## config.mk

```make
export PLATFORM = sky130hd
export DESIGN_NAME = stopwatch_ctrl
export DESIGN_NICKNAME = d
export VERILOG_FILES = /design/src/rtl/stopwatch_pkg.sv /design/src/rtl/key_debounce.sv /design/src/rtl/stopwatch_ctrl.sv
export SDC_FILE = /design/constraint.sdc
export NUM_CORES = 1
export LEC_CHECK = 0
export CAP_MARGIN = 20
export CORE_MARGIN = 2
export CORE_UTILIZATION = 40
export DETAILED_ROUTE_END_ITERATION = 10
export PLACE_DENSITY_LB_ADDON = 0.15
export SLEW_MARGIN = 30
export SYNTH_ARGS = -nofsm -noshare
export SYNTH_HDL_FRONTEND = slang
export SYNTH_SLANG_ARGS = --single-unit
```

## constraint.sdc

```tcl
create_clock -name CLOCK_50 -period 2.01 [get_ports CLOCK_50]
set_input_delay 0.402 -clock CLOCK_50 [delete_from_list [all_inputs] [get_ports CLOCK_50]]
set_output_delay 0.402 -clock CLOCK_50 [all_outputs]
set_load 0.01 [all_outputs]
```

## src/rtl/stopwatch_pkg.sv

```systemverilog
// Shared state encoding and sizing helpers for the stopwatch run-control block.
package stopwatch_pkg;

    typedef enum logic [1:0] {
        StIdle   = 2'd0,
        StRun    = 2'd1,
        StPaused = 2'd2,
        StLap    = 2'd3
    } sw_state_e;

    function automatic int unsigned tick_div(input int unsigned clk_hz,
                                             input int unsigned tick_hz);
        return clk_hz / tick_hz;
    endfunction

    // Width of a counter that holds 0..n-1; never narrower than one bit.
    function automatic int unsigned cnt_width(input int unsigned n);
        return (n <= 1) ? 1 : $clog2(n);
    endfunction

endpackage

```

## src/rtl/key_debounce.sv

```systemverilog
// Synchronizes one raw active-low push-button, filters bounce, and emits a
// one-cycle press event one cycle after the debounced level falls.
module key_debounce
    import stopwatch_pkg::*;
#(
    parameter int unsigned DEBOUNCE_CYCLES = 1_000_000
) (
    input  logic CLOCK_50,
    input  logic RESET_N,
    input  logic key_n,
    output logic level,
    output logic press
);

    localparam int unsigned CntW = cnt_width(DEBOUNCE_CYCLES);
    localparam logic [CntW-1:0] CntLast = CntW'(DEBOUNCE_CYCLES - 1);

    logic            sync1_q, sync2_q;
    logic            level_q, level_d;
    logic            level_dly_q;
    logic            press_q, press_d;
    logic [CntW-1:0] cnt_q, cnt_d;

    always_ff @(posedge CLOCK_50 or negedge RESET_N) begin
        if (!RESET_N) begin
            sync1_q     <= 1'b1;
            sync2_q     <= 1'b1;
            level_q     <= 1'b1;
            level_dly_q <= 1'b1;
            press_q     <= 1'b0;
            cnt_q       <= '0;
        end else begin
            sync1_q     <= key_n;
            sync2_q     <= sync1_q;
            level_q     <= level_d;
            level_dly_q <= level_q;
            press_q     <= press_d;
            cnt_q       <= cnt_d;
        end
    end

    // Count consecutive samples that disagree with the accepted level; any
    // agreeing sample, or an accepted change, restarts the count.
    always_comb begin
        cnt_d   = '0;
        level_d = level_q;
        if (sync2_q != level_q) begin
            if (cnt_q == CntLast) begin
                level_d = sync2_q;
            end else begin
                cnt_d = cnt_q + CntW'(1);
            end
        end
        press_d = level_dly_q & ~level_q;
    end

    assign level = level_q;
    assign press = press_q;

endmodule

```

## src/rtl/stopwatch_ctrl.sv

```systemverilog
// Start/stop/lap/clear sequencer: debounced keys drive a four-state FSM and a
// tick divider that pauses without losing the fractional count.
module stopwatch_ctrl
    import stopwatch_pkg::*;
#(
    parameter int unsigned CLK_HZ          = 50_000_000,
    parameter int unsigned TICK_HZ         = 100,
    parameter int unsigned DEBOUNCE_CYCLES = 1_000_000
) (
    input  logic       CLOCK_50,
    input  logic       RESET_N,
    input  logic       key_start_n,
    input  logic       key_lap_n,
    output logic       tick,
    output logic       clear,
    output logic       hold,
    output logic [1:0] state
);

    localparam int unsigned TickDiv = tick_div(CLK_HZ, TICK_HZ);
    localparam int unsigned DivW    = cnt_width(TickDiv);
    localparam logic [DivW-1:0] DivLast = DivW'(TickDiv - 1);

    sw_state_e       state_q, state_d;
    logic [DivW-1:0] div_q, div_d;
    logic            tick_q, tick_d;
    logic            clear_q, clear_d;
    logic            hold_q, hold_d;
    logic            start_ev, lap_ev, lap_only;
    logic            run_now, run_next;
    logic            unused_start_level, unused_lap_level;

    key_debounce #(
        .DEBOUNCE_CYCLES(DEBOUNCE_CYCLES)
    ) u_key_start (
        .CLOCK_50(CLOCK_50),
        .RESET_N (RESET_N),
        .key_n   (key_start_n),
        .level   (unused_start_level),
        .press   (start_ev)
    );

    key_debounce #(
        .DEBOUNCE_CYCLES(DEBOUNCE_CYCLES)
    ) u_key_lap (
        .CLOCK_50(CLOCK_50),
        .RESET_N (RESET_N),
        .key_n   (key_lap_n),
        .level   (unused_lap_level),
        .press   (lap_ev)
    );

    // Start has priority when both events land in the same cycle.
    assign lap_only = lap_ev & ~start_ev;

    always_ff @(posedge CLOCK_50 or negedge RESET_N) begin
        if (!RESET_N) begin
            state_q <= StIdle;
            div_q   <= '0;
            tick_q  <= 1'b0;
            clear_q <= 1'b0;
            hold_q  <= 1'b0;
        end else begin
            state_q <= state_d;
            div_q   <= div_d;
            tick_q  <= tick_d;
            clear_q <= clear_d;
            hold_q  <= hold_d;
        end
    end

    always_comb begin
        state_d = state_q;
        unique case (state_q)
            StIdle: begin
                if (start_ev) state_d = StRun;
            end
            StRun: begin
                if (start_ev)    state_d = StPaused;
                else if (lap_ev) state_d = StLap;
            end
            StPaused: begin
                if (start_ev)    state_d = StRun;
                else if (lap_ev) state_d = StIdle;
            end
            StLap: begin
                if (start_ev)    state_d = StPaused;
                else if (lap_ev) state_d = StRun;
            end
            default: state_d = StIdle;
        endcase
    end

    always_comb begin
        run_now  = (state_q == StRun) || (state_q == StLap);
        run_next = (state_d == StRun) || (state_d == StLap);

        div_d = div_q;
        if (run_now) begin
            div_d = (div_q == DivLast) ? '0 : div_q + DivW'(1);
        end
        if ((state_q == StIdle && start_ev) || (state_q == StPaused && lap_only)) begin
            div_d = '0;
        end

        // A wrap coinciding with a move to PAUSED is dropped, not deferred.
        tick_d  = run_now && run_next && (div_q == DivLast);
        clear_d = lap_only && (state_q == StIdle || state_q == StPaused);
        hold_d  = (state_d == StLap);
    end

    assign state = state_q;
    assign tick  = tick_q;
    assign clear = clear_q;
    assign hold  = hold_q;

endmodule
```

* Word-level counts from Yosys, hierarchy flattened *
Index checks and enable logic that the tools add are counted.

operators by class
  add/sub/neg operators = 3
  equal/unequal tests = 10
  muxes and demuxes = 15
  bitwise logic cells = 6
  reductions and logical operators = 13

operators by type and width
  cell                                                             count
  20-bit 2-to-1 mux                                                4
  19-bit 2-to-1 mux                                                3
  20-bit by 1-bit adder with 20-bit output, second input constant  2
  20-bit == test, second input constant                            2
  19-bit by 1-bit adder with 19-bit output, second input constant  1
  19-bit == test, second input constant                            1
  2-bit 2-to-1 mux                                                 7
  2-bit one-hot mux with 4 select lines                            1
  2-bit == test, second input constant                             3
  1-bit logical AND                                                5
  2-bit by 1-bit == test with 1-bit output, second input constant  2
  1-bit logical OR                                                 4
  2-bit AND reduction                                              2
  1-bit bitwise AND                                                3
  1-bit NOT                                                        3
  2-bit logical NOT                                                1
  1-bit != test                                                    2
  2-bit nonzero test                                               1

storage, ports and cells
  bits in registers = 74
  input port bits = 4
  output and inout bits = 5
  logic and storage cells = 64

* Longest topological paths before layout *
  word-level depth = 7
  gate-level depth with buffers = 7
  mapped depth without buffers = 6

* By module *
A second synthesis with hierarchy kept.

unflattened totals
  cells, all modules = 358
  area, all modules = 3636.0 sq um

by module, submodules not included
  module          instances  cells an instance  area each (sq um)  seq. area each (sq um)
  key_debounce    2          109                1176.1             630.6
  stopwatch_ctrl  1          140                1283.7             600.6

* Worst setup path before layout *
No wires, ideal clock.

  path kind = reg-to-reg
  start = register div_q[12]
  end = register div_q[7]
  library setup time = 0.121 ns
  arrival = 1.677 ns
  required time = 1.889 ns
  setup slack = 0.212 ns
  stages on the path, launching flop included = 7
  path buffers = 1
  period minus slack after synthesis = 1.798 ns
  cell sequence = dfrtp_1 nor4b_1 nand4b_1 o41ai_2 buf_4 o21bai_1 a22o_1

on the way
  longest elaborated chain between the ends = 4

RTL lines
  element                 RTL line               RTL
  from (decl)             stopwatch_ctrl.sv:25   logic [DivW-1:0] div_q, div_d;
  from (signal assigned)  stopwatch_ctrl.sv:65   div_q <= div_d;
  19-bit == test          stopwatch_ctrl.sv:100  div_d = (div_q == DivLast) ? '0 : div_q + DivW'(1);
  19-bit 2-to-1 mux       stopwatch_ctrl.sv:100
  19-bit 2-to-1 mux       stopwatch_ctrl.sv:99   if (run_now) begin
  19-bit 2-to-1 mux       stopwatch_ctrl.sv:102  if ((state_q == StIdle && start_ev) || (state_q == StPaused && lap_only)) begin

Every way passes these cells. The select of a mux whose other input is x is not followed.
A chain may end at the register's enable or synchronous reset.

* Worst setup path in the final report *
  start = register div_q[11]
  end = register div_q[18]

on the way
  longest elaborated chain between the ends = 4
  elaborated cells between the ends (all ways) = 5
  classes of those cells = add/sub (1); eq/ne (1); mux (3)

RTL lines
  element                                                                     RTL line
  19-bit by 1-bit adder with 19-bit output or 19-bit == test (tied branches)  stopwatch_ctrl.sv:100
  19-bit 2-to-1 mux (*)                                                       stopwatch_ctrl.sv:100
  19-bit 2-to-1 mux (*)                                                       stopwatch_ctrl.sv:99
  19-bit 2-to-1 mux (*)                                                       stopwatch_ctrl.sv:102

Every way passes the cells marked *; elsewhere a longest branch is shown, timed or not. The select of a mux whose other input is x is not followed.

==> impl_metrics.csv <==
group,metric,value,unit
outcome,outcome,"finished clean",
critical_path,cpMostUsedCell,"a21o_1",
synth,ys_ff_latch,74,
die,start_util,40.71,%
routing,dr.pass1.iters,4,
synth,synth_top_cell_area_share,47.21,%
place,placed_cell_area,3827,um2
cts,cts_hold_buf,0,
routing,ant_nets,0,
critical_path,critPathLaunchType,"flip-flop",
critical_path,end_kind,"flip-flop",
critical_path,required,2.25,ns
synth,synth_nets,356,
cts,clk_pin_slew,0.09,ns
global_route,grt_first_pass_wirelength,12250,um
cts,cts_tree,"done",
critical_path,cp_slowest_stage_delay,0.48,ns
power_and_ir_drop,p_total,2.648,mW
final_layout,fillerInstances,835,
routing,drt_iter0_markers,91,
place,dp_hpwl,4671,um
timing,setup_viol_count_final,0,
global_route,grt_max_degree,40,
cts,cts_num_sinks,74,
synth,synth_top_family_by_area,"simple AND/OR/NAND/NOR gates",
global_route,first_global_vias,2638,
final_layout,n_antenna_cell,0,
routing,vias_per_cell,5.206,
timing,fin_skew,0.01475,ns
run,drv_cap,0,
synth,yosysMostFrequentCell,"dfrtp_1",
timing,fmax,0.5058,GHz
power_and_ir_drop,p_leak,1.718,nW
synth,ys_seq_area_share,53.22,%
critical_path,crit_arrival,2.22,ns
die,dieArea,9510,um2
cts,clkLatencyLatePin,0.35,ns
die,die_w,97.52,um
timing,grt_setup_unrepaired,"yes",
die,core_area,8593,um2
timing,slew_headroom,65.53,%
min_path,hold_path.class,"in -> async",
global_route,overflow,0,
synth,synth_compound_area_share,6.438,%
global_route,antenna_found_initial,0,
synth,synthAdderAreaFrac,1.073,%
routing,drt_wl_total,6929,um
routing,drc,0,
synth,synth_top_area_cell,"dfrtp_1",
critical_path,crit_type,"reg -> reg",
routing,via_count,2572,
timing,finalCritPeriodShare,98.36,%
timing,maxSlewViolCount,0,
timing,tightest_slew,0.5151,ns
power_and_ir_drop,ir_drop,0.0002610,V
power_and_ir_drop,power_density,651.5,nW/um2
synth,synth_edf_count,0,
routing,met2_wirelength,3091,um
place,io_buffers,8,
routing,avgRoutedWirePerCell,14.03,um
global_route,track_usage,15.57,%
place,place_congestion,0.8364,
synth,yosys-top-cells-count,"66 x dfrtp_1, 49 x nor2_1, 36 x nand3_1",
critical_path,crit_family,"compound AO/OA/AOI/OAI gates",
synth,yosys.area_share.simple,25.36,%
die,die_h,97.52,um
place,dp_slack,0.06431,ns
cts,clock_path_buffers,2,
synth,ys.flop_type,"dfrtp_1",
critical_path,critPathBufInv,1,
critical_path,critical_path.slowest_cell,"o41a_1",
final_layout,postLayoutCellArea,4064,um2
critical_path,path_cells,"nor4b_2 -> nand3_1 -> o41a_1 -> buf_6 -> a21o_1 -> a21o_1",
routing,top_layer,"met4",
synth,synth-xor-area-share,10.26,%
final_layout,num-nets-final,388,
die,row_count,34,
die,ios,9,
synth,synth_area_leaders,"dfrtp_1 47%, xor2_1 7.0%, dfstp_2 6.0%",
synth,syn_avg_cell_area,10.02,um2
timing,setup_ws,0.03303,ns
routing,met1_length,3532,um
synth,yosysUniqueCellTypes,45,
timing,hold_viol,0,
final_layout,syn2layout_area_growth,16.17,%
final_layout,layout-drive-gt1-share,17.62,%
synth,yosys-mux-area-fraction,0.9299,%
critical_path,critPathMaxFanout,7,
cts,cts-htree-levels,3,
synth,ys_warn_count,0,
cts,cts-buffers-inserted,9,
synth,syn_inst,349,
synth,syn_area,3498,um2
final_layout,post-route-util,47.29,%
synth,synth-async-reset-ratio,100.0,%
routing,wl_met3,172,um
cts,cts-root-buf,"clkbuf_8",
timing,period_needed,1.977,ns
metrics by stage:
step                setup TNS [ns]  cells  hold slack, ns
global route               -0.1313    494         0.03897
detailed placement               0    477          0.3473
CTS                              0    493         0.02260
global placement                 0    477          0.3456
floorplan                        0    349          0.1064
finish                           0    494        0.004323
cells by family (layout without fill, tap and decap cells):
| family | Yosys count | in the layout |
|---|---|---|
| XOR/XNOR | 41 | 41 |
| AND/OR/NAND/NOR | 176 | 176 |
| buffers and inverters | 20 | 57 |
| AO/OA/AOI/OAI | 32 | 32 |
| flip-flops | 74 | 74 |
| adder cells (fa/ha/maj) | 3 | 3 |
| multiplexers | 3 | 3 |
placed cells by master (no fill, tap or decap), types with 2 or more instances in the layout:
master | synthesis | routed
nand4_1 | 14 | 14
a21o_1 | 2 | 2
a21oi_1 | 7 | 4
nor4_1 | 5 | 5
o22ai_1 | 2 | 2
inv_6 | 0 | 2
nor3_1 | 9 | 8
buf_4 | 1 | 21
or3_1 | 3 | 3
nor4b_1 | 4 | 2
o21ai_1 | 1 | 2
and3_1 | 9 | 9
nand3_1 | 36 | 36
a22o_1 | 2 | 2
a21oi_2 | 0 | 3
nor4b_2 | 0 | 2
o21ai_0 | 8 | 7
clkdlybuf4s50_1 | 0 | 7
clkbuf_8 | 0 | 9
nor2b_1 | 2 | 2
xor2_1 | 28 | 28
mux2_2 | 2 | 2
dfrtp_1 | 66 | 65
nor2_1 | 49 | 48
o311ai_1 | 2 | 2
o21bai_1 | 2 | 2
nor3_2 | 1 | 2
dfstp_2 | 8 | 8
or3_2 | 3 | 3
nand4b_1 | 3 | 3
nand2_1 | 29 | 29
ha_1 | 3 | 2
inv_1 | 11 | 11
clkinv_4 | 0 | 2
clkinv_2 | 0 | 2
xnor2_1 | 13 | 13
and4_1 | 3 | 3
what timing repair did:
item | in CTS | in global routing
endpoints found under the hold margin | 0 | 0
endpoints found under the setup margin | 0 | 25
buffers inserted | 0 | 1
resized for setup | 0 | 13
cell type report:
| class | count | area, um2 | share of cell area, % |
|---|---|---|---|
| Clock buffer | 9 | 123.9 | 3.048 |
| Clock inverter | 7 | 52.55 | 1.293 |
| Inverter | 11 | 41.29 | 1.016 |
| Multi-Input combinational cell | 255 | 1589 | 39.10 |
| Sequential cell | 74 | 1863 | 45.84 |
| Tap cell | 108 | 135.1 | 3.325 |
| Timing Repair Buffer | 30 | 259.0 | 6.373 |
routing by layer:
metal  global-route usage, %  vias to the layer above
li1                        -                     1284
met2                   23.71                       25
met1                   21.74                     1251
met4                   6.517                        0
met5                       0                        -
met3                   3.094                       12
flip-flops by register name (all words and copies together), names as in the netlist, 2 cells and up:
signal,count
u_key_start.cnt_q,20
state,2
div_q,19
u_key_lap.cnt_q,20
power breakdown:
part	total (mW)	internal [mW]	switching, mW
clock	1.05	0.457	0.598
combinational	0.0740	0.0226	0.0514
sequential	1.52	1.50	0.0137
final timing paths:
kind	from	cells after the start	slack (ns)	end
hold / removal	RESET_N	1	0.004	state[0]$_DFF_PN0_
setup reg to reg	div_q[11]$_DFFE_PN0P_	6	0.03	div_q[18]$_DFFE_PN0P_
setup / recovery	div_q[11]$_DFFE_PN0P_	6	0.03	div_q[18]$_DFFE_PN0P_
max in group asynchronous	RESET_N	2	1.45	u_key_lap.cnt_q[6]$_DFF_PN0_
hold reg to reg	u_key_start.sync1_q$_DFF_PN1_	0	0.36	u_key_start.sync2_q$_DFF_PN1_
min in group CLOCK_50	u_key_start.sync1_q$_DFF_PN1_	0	0.36	u_key_start.sync2_q$_DFF_PN1_
Power figures use the tool's default switching activity.
